$ cat src/rtl/mem_stage_access.sv
// rtl/mem_stage_access.sv - MEM pipeline stage: data-memory req/ack access, load align/extend, MEM/WB register
module mem_stage_access #(
   parameter int DATA_W = 64
) (
   input  logic              i_clk,
   input  logic              i_rst_n,
   input  logic              i_memRead,
   input  logic              i_memWrite,
   input  logic              i_memToReg,
   input  logic              i_regWrite,
   input  logic [DATA_W-1:0] i_alu_out,
   input  logic [DATA_W-1:0] i_rs2_data,
   input  logic [4:0]        i_rd_addr,
   input  logic [31:0]       i_inst,
   output logic              o_stall,
   output logic              o_dmem_req,
   output logic              o_dmem_we,
   output logic [DATA_W-1:0] o_dmem_addr,
   output logic [DATA_W-1:0] o_dmem_wdata,
   output logic [7:0]        o_dmem_wstrb,
   input  logic              i_dmem_ack,
   input  logic [DATA_W-1:0] i_dmem_rdata,
   output logic              o_regWrite,
   output logic              o_memToReg,
   output logic [4:0]        o_rd_addr,
   output logic [DATA_W-1:0] o_alu_out,
   output logic [DATA_W-1:0] o_mem_data,
   output logic [31:0]       o_inst,
   output logic              o_mem_err
);

   typedef enum logic [1:0] {
      S_IDLE = 2'd0,
      S_BUSY = 2'd1,
      S_DONE = 2'd2
   } state_t;

   state_t            state_q;
   logic              req_q;
   logic              we_q;
   logic [DATA_W-1:0] addr_q;
   logic [DATA_W-1:0] wdata_q;
   logic [7:0]        wstrb_q;
   logic [2:0]        funct3_q;
   logic [2:0]        offset_q;
   logic [DATA_W-1:0] load_data_q;

   logic              wb_regWrite_q;
   logic              wb_memToReg_q;
   logic [4:0]        wb_rd_q;
   logic [DATA_W-1:0] wb_alu_q;
   logic [DATA_W-1:0] wb_mem_data_q;
   logic [31:0]       wb_inst_q;
   logic              wb_err_q;

   logic              wb_regWrite_d;
   logic              wb_memToReg_d;
   logic [4:0]        wb_rd_d;
   logic [DATA_W-1:0] wb_alu_d;
   logic [DATA_W-1:0] wb_mem_data_d;
   logic [31:0]       wb_inst_d;
   logic              wb_err_d;

   logic [2:0]        funct3;
   logic [2:0]        offset;
   logic              mem_op;
   logic              misaligned;
   logic              bad;
   logic              start;
   logic [7:0]        size_mask;
   logic [7:0]        wstrb_d;
   logic [DATA_W-1:0] wdata_d;
   logic [DATA_W-1:0] rdata_shifted;
   logic [DATA_W-1:0] load_ext_d;

   assign funct3 = i_inst[14:12];
   assign offset = i_alu_out[2:0];
   assign mem_op = i_memRead | i_memWrite;

   // Natural alignment check for the access size encoded in funct3[1:0]
   always_comb begin
      misaligned = 1'b0;
      size_mask  = 8'h00;
      case (funct3[1:0])
         2'b00: begin misaligned = 1'b0;             size_mask = 8'h01; end
         2'b01: begin misaligned = offset[0];        size_mask = 8'h03; end
         2'b10: begin misaligned = |offset[1:0];     size_mask = 8'h0F; end
         default: begin misaligned = |offset[2:0];   size_mask = 8'hFF; end
      endcase
   end

   // Illegal accesses are dropped without touching memory; only memory ops can be bad
   assign bad = mem_op & ((i_memRead & i_memWrite) | (funct3 == 3'b111) |
                          (i_memWrite & funct3[2]) | misaligned);

   assign start = (state_q == S_IDLE) & mem_op & ~bad;

   // Stall is released while reset is asserted so the front of the pipe is never held by a dead transaction
   assign o_stall = i_rst_n & (start | (state_q == S_BUSY));

   assign wstrb_d = i_memWrite ? (size_mask << offset) : 8'h00;
   assign wdata_d = i_rs2_data << {offset, 3'b000};

   assign rdata_shifted = i_dmem_rdata >> {offset_q, 3'b000};

   // Sign/zero extension of the lane-aligned read data; stores return zero
   always_comb begin
      load_ext_d = '0;
      if (!we_q) begin
         case (funct3_q)
            3'b000: load_ext_d = {{56{rdata_shifted[7]}},  rdata_shifted[7:0]};
            3'b001: load_ext_d = {{48{rdata_shifted[15]}}, rdata_shifted[15:0]};
            3'b010: load_ext_d = {{32{rdata_shifted[31]}}, rdata_shifted[31:0]};
            3'b011: load_ext_d = rdata_shifted;
            3'b100: load_ext_d = {56'd0, rdata_shifted[7:0]};
            3'b101: load_ext_d = {48'd0, rdata_shifted[15:0]};
            3'b110: load_ext_d = {32'd0, rdata_shifted[31:0]};
            default: load_ext_d = '0;
         endcase
      end
   end

   // Access FSM with registered memory-side outputs; ack is only honoured in BUSY
   always_ff @(posedge i_clk or negedge i_rst_n) begin
      if (!i_rst_n) begin
         state_q     <= S_IDLE;
         req_q       <= 1'b0;
         we_q        <= 1'b0;
         addr_q      <= '0;
         wdata_q     <= '0;
         wstrb_q     <= 8'h00;
         funct3_q    <= 3'b000;
         offset_q    <= 3'b000;
         load_data_q <= '0;
      end else begin
         case (state_q)
            S_IDLE: begin
               if (start) begin
                  state_q  <= S_BUSY;
                  req_q    <= 1'b1;
                  we_q     <= i_memWrite;
                  addr_q   <= {i_alu_out[DATA_W-1:3], 3'b000};
                  wdata_q  <= wdata_d;
                  wstrb_q  <= wstrb_d;
                  funct3_q <= funct3;
                  offset_q <= offset;
               end
            end
            S_BUSY: begin
               if (i_dmem_ack) begin
                  state_q     <= S_DONE;
                  req_q       <= 1'b0;
                  we_q        <= 1'b0;
                  wstrb_q     <= 8'h00;
                  load_data_q <= load_ext_d;
               end
            end
            S_DONE: begin
               state_q <= S_IDLE;
            end
            default: begin
               state_q <= S_IDLE;
               req_q   <= 1'b0;
               we_q    <= 1'b0;
               wstrb_q <= 8'h00;
            end
         endcase
      end
   end

   // Next MEM/WB contents: bubble while stalled, otherwise the instruction leaving MEM
   always_comb begin
      wb_regWrite_d = 1'b0;
      wb_memToReg_d = 1'b0;
      wb_rd_d       = 5'd0;
      wb_alu_d      = '0;
      wb_mem_data_d = '0;
      wb_inst_d     = 32'd0;
      wb_err_d      = 1'b0;
      if (!o_stall) begin
         wb_regWrite_d = i_regWrite & ~bad;
         wb_memToReg_d = i_memToReg;
         wb_rd_d       = i_rd_addr;
         wb_alu_d      = i_alu_out;
         wb_mem_data_d = (state_q == S_DONE) ? load_data_q : '0;
         wb_inst_d     = i_inst;
         wb_err_d      = bad;
      end
   end

   // MEM/WB pipeline register
   always_ff @(posedge i_clk or negedge i_rst_n) begin
      if (!i_rst_n) begin
         wb_regWrite_q <= 1'b0;
         wb_memToReg_q <= 1'b0;
         wb_rd_q       <= 5'd0;
         wb_alu_q      <= '0;
         wb_mem_data_q <= '0;
         wb_inst_q     <= 32'd0;
         wb_err_q      <= 1'b0;
      end else begin
         wb_regWrite_q <= wb_regWrite_d;
         wb_memToReg_q <= wb_memToReg_d;
         wb_rd_q       <= wb_rd_d;
         wb_alu_q      <= wb_alu_d;
         wb_mem_data_q <= wb_mem_data_d;
         wb_inst_q     <= wb_inst_d;
         wb_err_q      <= wb_err_d;
      end
   end

   assign o_dmem_req   = req_q;
   assign o_dmem_we    = we_q;
   assign o_dmem_addr  = addr_q;
   assign o_dmem_wdata = wdata_q;
   assign o_dmem_wstrb = wstrb_q;

   assign o_regWrite = wb_regWrite_q;
   assign o_memToReg = wb_memToReg_q;
   assign o_rd_addr  = wb_rd_q;
   assign o_alu_out  = wb_alu_q;
   assign o_mem_data = wb_mem_data_q;
   assign o_inst     = wb_inst_q;
   assign o_mem_err  = wb_err_q;

endmodule
$ cat config.mk
export PLATFORM = sky130hd
export DESIGN_NAME = mem_stage_access
export DESIGN_NICKNAME = d
export VERILOG_FILES = /design/src/rtl/mem_stage_access.sv
export SDC_FILE = /design/constraint.sdc
export NUM_CORES = 1
export LEC_CHECK = 0
export BUFFER_PORTS_ARGS = -buffer_cell sky130_fd_sc_hd__buf_2
export CORE_AREA = 2 2 211 213
export CTS_CLUSTER_DIAMETER = 200
export CTS_CLUSTER_SIZE = 30
export DETAILED_ROUTE_END_ITERATION = 16
export DIE_AREA = 0 0 213 215
export SKIP_CTS_REPAIR_TIMING = 1
export SYNTH_ARGS = -nofsm -noshare
export SYNTH_HDL_FRONTEND = slang
export SYNTH_SLANG_ARGS = --single-unit
export TNS_END_PERCENT = 30
$ cat constraint.sdc
create_clock -name i_clk -period 2.65 [get_ports i_clk]
set_input_delay 0.1325 -clock i_clk [delete_from_list [all_inputs] [get_ports i_clk]]
set_output_delay 0.1325 -clock i_clk [all_outputs]
set_load 0.01 [all_outputs]
After elaboration in Yosys (flattened, before gate mapping)
Index checks and enable logic that the tools add are counted.
{ "op_classes": {"eq_ne": 13, "shift": 3, "n_mux": 24, "bitwise_logic": 14, "reduce_logical": 9} }
{ "op_table": {"columns": ["operator", "count"], "rows": [
  ["$pmux W64 S7", 1],
  ["$mux W64", 4],
  ["$shl A64 B6 Y64", 1],
  ["$shr A64 B6 Y64", 1],
  ["$pmux W8 S3", 2],
  ["$mux W32", 1],
  ["$mux W8", 3],
  ["$eq A3 B3 Y1 const B", 4],
  ["$pmux W1 S3", 3],
  ["$shl A8 B3 Y8", 1],
  ["$and A1 B1 Y1", 7],
  ["$eq A3 B2 Y1 const B", 2],
  ["$mux W1", 6],
  ["$reduce_and A2 Y1", 3],
  ["$mux W5", 1],
  ["$or A1 B1 Y1", 5],
  ["$eq A2 B1 Y1 const B", 2],
  ["$eq A2 B2 Y1 const B", 2],
  ["$logic_not A2 Y1", 2],
  ["$mux W2", 2],
  ["$ne A2 B2 Y1 const B", 2],
  ["$pmux W2 S2", 1],
  ["$eq A3 B1 Y1 const B", 1],
  ["$logic_not A3 Y1", 1],
  ["other kinds (4)", 5]
]} }
{ "totals": {"reg_bits": 375, "in_bits": 236, "output_inout_bits": 307} }

Depth between registers and ports, before layout
Gate-level depths: netlist of the first run.
{ "logic_depth": {"depth_word": 10, "ltp_mapped": 9, "depth_no_buf": 5} }

Worst setup path before layout of the first run
OpenSTA, ideal clock, no wires.
{ "synth_timing": {"kind": "flip-flop to flip-flop", "startpoint": "register offset_q[0]", "endpoint": "register load_data_q[37]", "t_arrival_ns": 1.880, "path_slack_ns": 0.646, "stages_incl_launch_ff": 7, "synth_period_minus_slack_ns": 2.004, "path_cell_list": "dfrtp_1 mux2_2 mux4_2 and3_4 nor3_4 buf_6 a21oi_2"} }
{ "synth_via": {"elab_chain_len": 3} }
{ "synth_rtl": {"columns": ["element", "line", "rtl"], "rows": [
  ["from (decl)", "45", "logic [2:0] offset_q;"],
  ["from (signal assigned)", "146", "offset_q <= offset;"],
  ["$shr A64 B6 Y64", "104", "assign rdata_shifted = i_dmem_rdata >> {offset_q, 3'b000};"],
  ["$pmux W64 S7", "110", "case (funct3_q)"],
  ["$mux W64", "109", "if (!we_q) begin"],
  ["to (signal assigned)", "155", "load_data_q <= load_ext_d;"],
  ["to (decl)", "46", "logic [DATA_W-1:0] load_data_q;"]
]} }
No other way between the ends.
A chain may end at the register's enable or synchronous reset.

Worst setup path in the final report of the first run
{ "layout_timing": {"startpoint": "input port i_alu_out[0]", "endpoint": "output port o_stall"} }
{ "layout_via": {"elab_chain_len": 8, "elab_cells_between_ends": 9} }
{ "layout_rtl": {"columns": ["element", "line", "rtl"], "rows": [
  ["from (decl)", "11", "input logic [DATA_W-1:0] i_alu_out,"],
  ["$reduce_or A3 Y1 / $reduce_or A2 Y1 (equally long branches)", "88, 87", null],
  ["$pmux W1 S3 (*)", "84", "case (funct3[1:0])"],
  ["$or A1 B1 Y1 (*)", "94", "(i_memWrite & funct3[2]) | misaligned);"],
  ["$and A1 B1 Y1 (*)", "93", "assign bad = mem_op & ((i_memRead & i_memWrite) | (funct3 == 3'b111) |"],
  ["$not A1 Y1 (*)", "96", "assign start = (state_q == S_IDLE) & mem_op & ~bad;"],
  ["$and A1 B1 Y1 (*)", "96", null],
  ["$or A1 B1 Y1 (*)", "99", "assign o_stall = i_rst_n & (start | (state_q == S_BUSY));"],
  ["$and A1 B1 Y1 (*)", "99", null],
  ["to (decl)", "15", "output logic o_stall,"]
]} }
Mark *: on every way between the ends. The rest lies on a longest branch, timed or not.

==> flow_summary.json, run 1 <==
{
  "synth_cell_types": 57,
  "synth.area.top_cells": "dfrtp_1, mux2_2, nor2b_1, mux4_2, mux2i_1",
  "fin_tns_setup_ns": 0,
  "outcome": "complete, no violations",
  "maxCapViolations": 0,
  "clockRootBuffer": "clkbuf_16",
  "io_buffer_count": 539,
  "drt-vias-per-instance": 5.092,
  "rr_endpoint": "load_data_q[17]",
  "drtAntennaViolNets": 0,
  "synth_compound_area_share_pct": 12.58,
  "routed_wl_um": 54010,
  "n_fill_cell": 3996,
  "synth_top_area_share_pct": 54.96,
  "fin_crit_sh_pct": 92.16,
  "synth_fa_ha_area_share_pct": 0,
  "cp.buffers_inverters": 3,
  "vdd_drop_max_mv": 0.4739,
  "rrSetupSlack_ns": 0.31,
  "crit_path_start": "i_alu_out[0]",
  "crit_arrival_ns": 2.31,
  "layout_common_cells": "buf_2, dfrtp_1, nand2_1, nor2b_1, dlygate4sd3_1",
  "r2r.worst_path.cells": 5,
  "place.gp.congestion": 0.9175,
  "synthCells": 1471,
  "synthArstFlopShare_pct": 100.0,
  "antenna_found_initial": 6,
  "coreArea_mm2": 0.04364,
  "report.final.slew_viol_count": 0,
  "yosysSeqAreaShare_pct": 54.96,
  "path_clk_slew_ns": 0.11,
  "r2r-start": "offset_q[0]",
  "wl_per_cell_um": 20.30,
  "power_leakage_nw": 10.75,
  "cts_buffer_depth": 3,
  "report.final.hold_viol_count": 0,
  "drtIter0Drc": 888,
  "synth_area_mm2": 0.01707,
  "postSynthAreaPerCell_um2": 11.61,
  "fmax_mhz": 409.5,
  "period_minus_slack_ns": 2.442,
  "cp-start-kind": "input pin",
  "worstPathCellList": "dlygate4sd3_1 > buf_4 > o21ai_2 > o221ai_1 > o21bai_1 > and3b_4 > buf_2",
  "ys_ff_latch": 375,
  "drcViolationCount": 0,
  "yosys.area_share.simple_pct": 13.28,
  "fp.dieW_um": 213,
  "numCtsBuffers": 16,
  "yosys-mux-area-fraction_pct": 15.65,
  "cts.sinks": 375,
  "insertion_delay_ns": 0.55,
  "critical_path_required_ns": 2.52,
  "mostFrequentLayoutCell": "buf_2",
  "initial_core_util_pct": 39.12,
  "crit_fanout": 37,
  "die_h_um": 215,
  "nets": 2299,
  "critPathKind": "input pin to output pin",
  "grt_pass1_vias": 13197,
  "slowest_stage": "and3b_4",
  "cts_max_level": 1,
  "setup_viol": 0,
  "layout-drive-gt1-share_pct": 38.42,
  "vias": 13546,
  "hp-start": "i_dmem_rdata[61]",
  "relSlewSlack_pct": 32.75,
  "cp.depth": 7,
  "synth_edf_count": 0,
  "syn_to_final_growth_pct": 28.91,
  "grt_pass1_wl_um": 79480,
  "finalNonFillerCells": 2660,
  "rsz0062_at_grt": "no",
  "synthFlopType": "dfrtp_1",
  "first_pass_iters": 5,
  "max_stage_delay_ns": 0.59,
  "yosysWarnings": 0,
  "worst_slew_pin_slew_ns": 1.009,
  "fin_worst_skew_ns": 0.02444,
  "dp.cells": 2520,
  "hpwlAfterDp_um": 38470,
  "grt_usage_pct": 22.52,
  "power.density_mw_per_mm2": 745.7,
  "dieArea_mm2": 0.04580,
  "synth_top_cell_by_area": "dfrtp_1",
  "cts_tree": "yes",
  "grt_max_degree": 162,
  "worst_hold_path_type": "input pin to flip-flop",
  "ios": 543,
  "cp-endpoint": "o_stall",
  "worst_setup_path_end_kind": "output pin",
  "utilization_pct": 50.43,
  "crit_family": "buffers and inverters",
  "synthXorXnorAreaFrac_pct": 0,
  "synth_top_family_by_area": "multiplexers",
  "gr-total-overflow": 0,
  "rows": 77
}
cell usage after synthesis, drive strengths merged (5+ instances only):
cell,n
o21ai,62
nand2,125
nor3,14
a2bb2oi,7
a211oi,19
o31ai,16
nor2,71
inv,6
o211ai,15
o22ai,25
dfrtp,375
buf,49
clkbuf,72
mux2,124
o32a,7
and2,65
nor3b,9
mux4,30
nor2b,124
a21o,11
mux2i,51
a22oi,32
or2,5
a21oi,123
nand2b,9
state kept, by name, indices dropped and copies added, names as in the netlist, 5 cells and up:
register	count
load_data_q	64
o_alu_out	64
o_dmem_wdata	64
o_mem_data	64
o_dmem_addr	61
o_inst	32
o_dmem_wstrb	8
o_rd_addr	5
routing by layer:
| layer | GRT usage (%) | part of all wire, % | up-vias |
|---|---|---|---|
| li1 | - | - | 6319 |
| met1 | 29.06 | 41 | 6673 |
| met2 | 37.49 | 49 | 467 |
| met3 | 5.436 | 7.0 | 83 |
| met4 | 6.550 | 3.1 | 4 |
| met5 | 0 | 0.050 | - |
tightest hold or removal path, delay by kind of cell:
kind                   cells  cell delay (ns)
AO/OA/AOI/OAI              2             0.23
buffers and inverters      1             0.15
area by class of cell:
type	instances	area [um2]	share of cell area, %
tap	592	740.7	3.365
clock buffer	18	429.2	1.950
inverter	6	22.52	0.1023
clock inverter	1	16.27	0.07390
timing repair buffer	693	4287	19.48
antenna	4	10.01	0.04548
multi-input combinational	971	7119	32.35
sequential	375	9385	42.64
power breakdown:
| group | internal [mW] | switching (mW) |
|---|---|---|
| Clock | 1.19 | 1.83 |
| Combinational | 2.64 | 3.28 |
| Sequential | 6.83 | 0.644 |
kinds of logic after synthesis:
logic type / count (synthesis)
simple gates: 435
compound gates: 328
mux: 205
buf+inv: 127
other cells: 1
flops: 375
worst min-delay path by stage:
stage                      endpoint  cells past startpoint
global route        load_data_q[56]                      3
detailed placement    o_mem_data[3]                      1
floorplan               funct3_q[0]                      0
CTS                   o_alu_out[50]                      1
finish              load_data_q[61]                      3
global placement      o_mem_data[3]                      1
through the flow:
stage          setup slack [ns]  power (mW)  instance area [um2]  hold slack [ns]
2_1_floorplan            0.6460       11.02                17080          -0.1631
3_3_place_gp             0.3980       13.28                20380          0.02219
3_5_place_dp             0.3374       13.35                20380          0.02010
4_1_cts                  0.2920       16.42                20830          -0.5712
5_1_grt                 0.05378       17.35                22010          0.01987
6_report                 0.2078       16.41                22010          0.01191
Power figures use the tool's default switching activity.
==> run 2, diff against run 1 <==
--- a/config.mk
+++ b/config.mk
@@ -6,11 +6,12 @@
 export NUM_CORES = 1
 export LEC_CHECK = 0
 export BUFFER_PORTS_ARGS = -buffer_cell sky130_fd_sc_hd__buf_2
-export CORE_AREA = 2 2 211 213
+export CORE_AREA = 2 2 209 211
 export CTS_CLUSTER_DIAMETER = 200
 export CTS_CLUSTER_SIZE = 30
 export DETAILED_ROUTE_END_ITERATION = 16
-export DIE_AREA = 0 0 213 215
+export DIE_AREA = 0 0 211 213
+export PLACE_DENSITY = 0.65
 export SKIP_CTS_REPAIR_TIMING = 1
 export SYNTH_ARGS = -nofsm -noshare
 export SYNTH_HDL_FRONTEND = slang
==> flow_summary.json, run 2 (synthesis gave the netlist of run 1 again) <==
{
  "hpwlAfterDp_um": 40080,
  "worstPathCellList": "o21bai_1 > and3b_4 > buf_12 > buf_2",
  "die_h_um": 213,
  "drcViolationCount": 0,
  "power.density_mw_per_mm2": 751.9,
  "clockRootBuffer": "clkbuf_16",
  "layout-drive-gt1-share_pct": 38.36,
  "hp-start": "i_rs2_data[13]",
  "crit_fanout": 42,
  "maxCapViolations": 0,
  "drt-vias-per-instance": 5.238,
  "critPathKind": "flip-flop to output pin",
  "fin_worst_skew_ns": 0.02527,
  "crit_arrival_ns": 2.28,
  "met1_length_um": 22680,
  "nets": 2289,
  "gr-total-overflow": 0,
  "pwr-share-comb_pct": 36.0,
  "fin_ws_ns": 0.2335,
  "dr_wl_met2_um": 27680,
  "relSlewSlack_pct": 38.57,
  "grt_pass1_vias": 13104,
  "slowest_stage": "and3b_4",
  "coreArea_mm2": 0.04270,
  "io_buffer_count": 539,
  "vdd_drop_max_mv": 0.4569,
  "seqPwrFrac_pct": 45.8,
  "antenna_found_initial": 2,
  "wl_per_cell_um": 21.28,
  "cp.buffers_inverters": 2,
  "critical_path_required_ns": 2.52,
  "insertion_delay_ns": 0.54,
  "top_layer": "met5",
  "cp-start-kind": "flip-flop",
  "layout_common_cells": "buf_2, dfrtp_1, nand2_1, nor2b_1, dlygate4sd3_1",
  "r2r-start": "offset_q[0]",
  "vias": 13624,
  "dp_slack_ns": 0.3551,
  "rsz0062_at_grt": "no",
  "outcome": "finished, violations left",
  "hold_slack_ns": -0.0006788,
  "crit_family": "simple AND/OR/NAND/NOR gates",
  "worst_hold_path_type": "input pin to flip-flop",
  "cts_max_level": 1,
  "dieArea_mm2": 0.04494,
  "fp.dieW_um": 211,
  "mostFrequentLayoutCell": "buf_2",
  "drtIter0Drc": 1058,
  "fin_tns_setup_ns": 0,
  "switching_share_pct": 35.27,
  "report.final.slew_viol_count": 0,
  "initial_core_util_pct": 39.99,
  "violations": "hold timing",
  "report.final.hold_viol_count": 1,
  "power_leakage_nw": 10.68,
  "first_pass_iters": 5,
  "path_clk_slew_ns": 0.13,
  "grt_pass1_wl_um": 80360,
  "routed_wl_um": 55360,
  "rows": 76,
  "period_minus_slack_ns": 2.416,
  "grt_max_degree": 163,
  "cts_tree": "yes",
  "syn_to_final_growth_pct": 27.69,
  "max_stage_delay_ns": 0.64,
  "drtAntennaViolNets": 0,
  "p_int_mw": 10.61,
  "ios": 543,
  "n_fill_cell": 3787,
  "p_sw_mw": 5.781,
  "cts.sinks": 375,
  "fmax_mhz": 413.8,
  "cts_buffer_depth": 3,
  "worst_setup_path_end_kind": "output pin",
  "route.met3.wl_um": 3697,
  "setup_viol": 0,
  "fin_crit_sh_pct": 91.19,
  "crit_path_start": "state_q[0]",
  "numCtsBuffers": 16,
  "place.gp.congestion": 0.9222,
  "clock_power_share_pct": 18.2,
  "worst_slew_pin_slew_ns": 0.9215,
  "grt_usage_pct": 23.39
}
## run 2: changes by cell type in the layout (fill, tap and decap cells not counted)
cell | previous run | this run
buf_12 | 10 | 6
nor2b_4 | 1 | 0
dlygate4sd3_1 | 117 | 112
nor2b_2 | 0 | 1
diode_2 | 4 | 1
buf_4 | 29 | 28
## run 2: metrics by stage
stage	hold slack (ns)	utilization [%]	cells	instance area (um2)	total power, mW
floorplan	-0.1631	-	1473	17080	11.02
global placement	-0.06186	47.39	2469	20230	13.24
detailed placement	-0.06312	47.39	2469	20230	13.35
CTS	-0.6459	48.43	2488	20680	16.36
global route	0.01689	51.06	2601	21800	17.32
finish	-0.0006788	51.06	2601	21800	16.39
## run 2: power by group through the flow
stage	clock (mW)	sequential [mW]	combinational [mW]
6_report	2.98	7.50	5.91
5_1_grt	3.28	7.64	6.39
4_1_cts	3.10	7.49	5.76
3_5_place_dp	0	7.60	5.75
3_3_place_gp	0	7.55	5.69
2_1_floorplan	0	7.84	3.18
## run 2: routing by layer
metal	up-vias	global-route usage, %
met5	-	0
met3	75	5.354
met1	6759	30.02
met2	512	40.03
met4	2	5.925
li1	6276	-
## run 2: final timing paths
path                       depth (start not counted)               end  slack (ns)
setup / recovery                                   4           o_stall        0.23
hold / removal                                     3  o_dmem_wdata[21]     -0.0007
setup reg to reg                                   6   load_data_q[16]        0.31
hold reg to reg                                    2    load_data_q[3]        0.48
max in group asynchronous                          4  o_dmem_wdata[54]        1.05
min in group asynchronous                          3    load_data_q[7]        0.28
## run 2: area by class of cell
type / instances / area [um2] / area share (%)
Antenna cell: 1 / 2.502 / 0.01148
Clock buffer: 18 / 429.2 / 1.968
Clock inverter: 1 / 16.27 / 0.07461
Inverter: 6 / 22.52 / 0.1033
Multi-Input combinational cell: 971 / 7114 / 32.63
Sequential cell: 375 / 9385 / 43.05
Tap cell: 546 / 683.2 / 3.133
Timing Repair Buffer: 683 / 4149 / 19.03
## run 2: worst register-to-register path: cells and delay by family, from the launching register on
| kind | cells | cell delay [ns] |
|---|---|---|
| AND/OR/NAND/NOR | 2 | 0.35 |
| flip-flops | 1 | 0.49 |
| buffers and inverters | 1 | 0.33 |
| multiplexers | 1 | 0.48 |
| AO/OA/AOI/OAI | 2 | 0.53 |
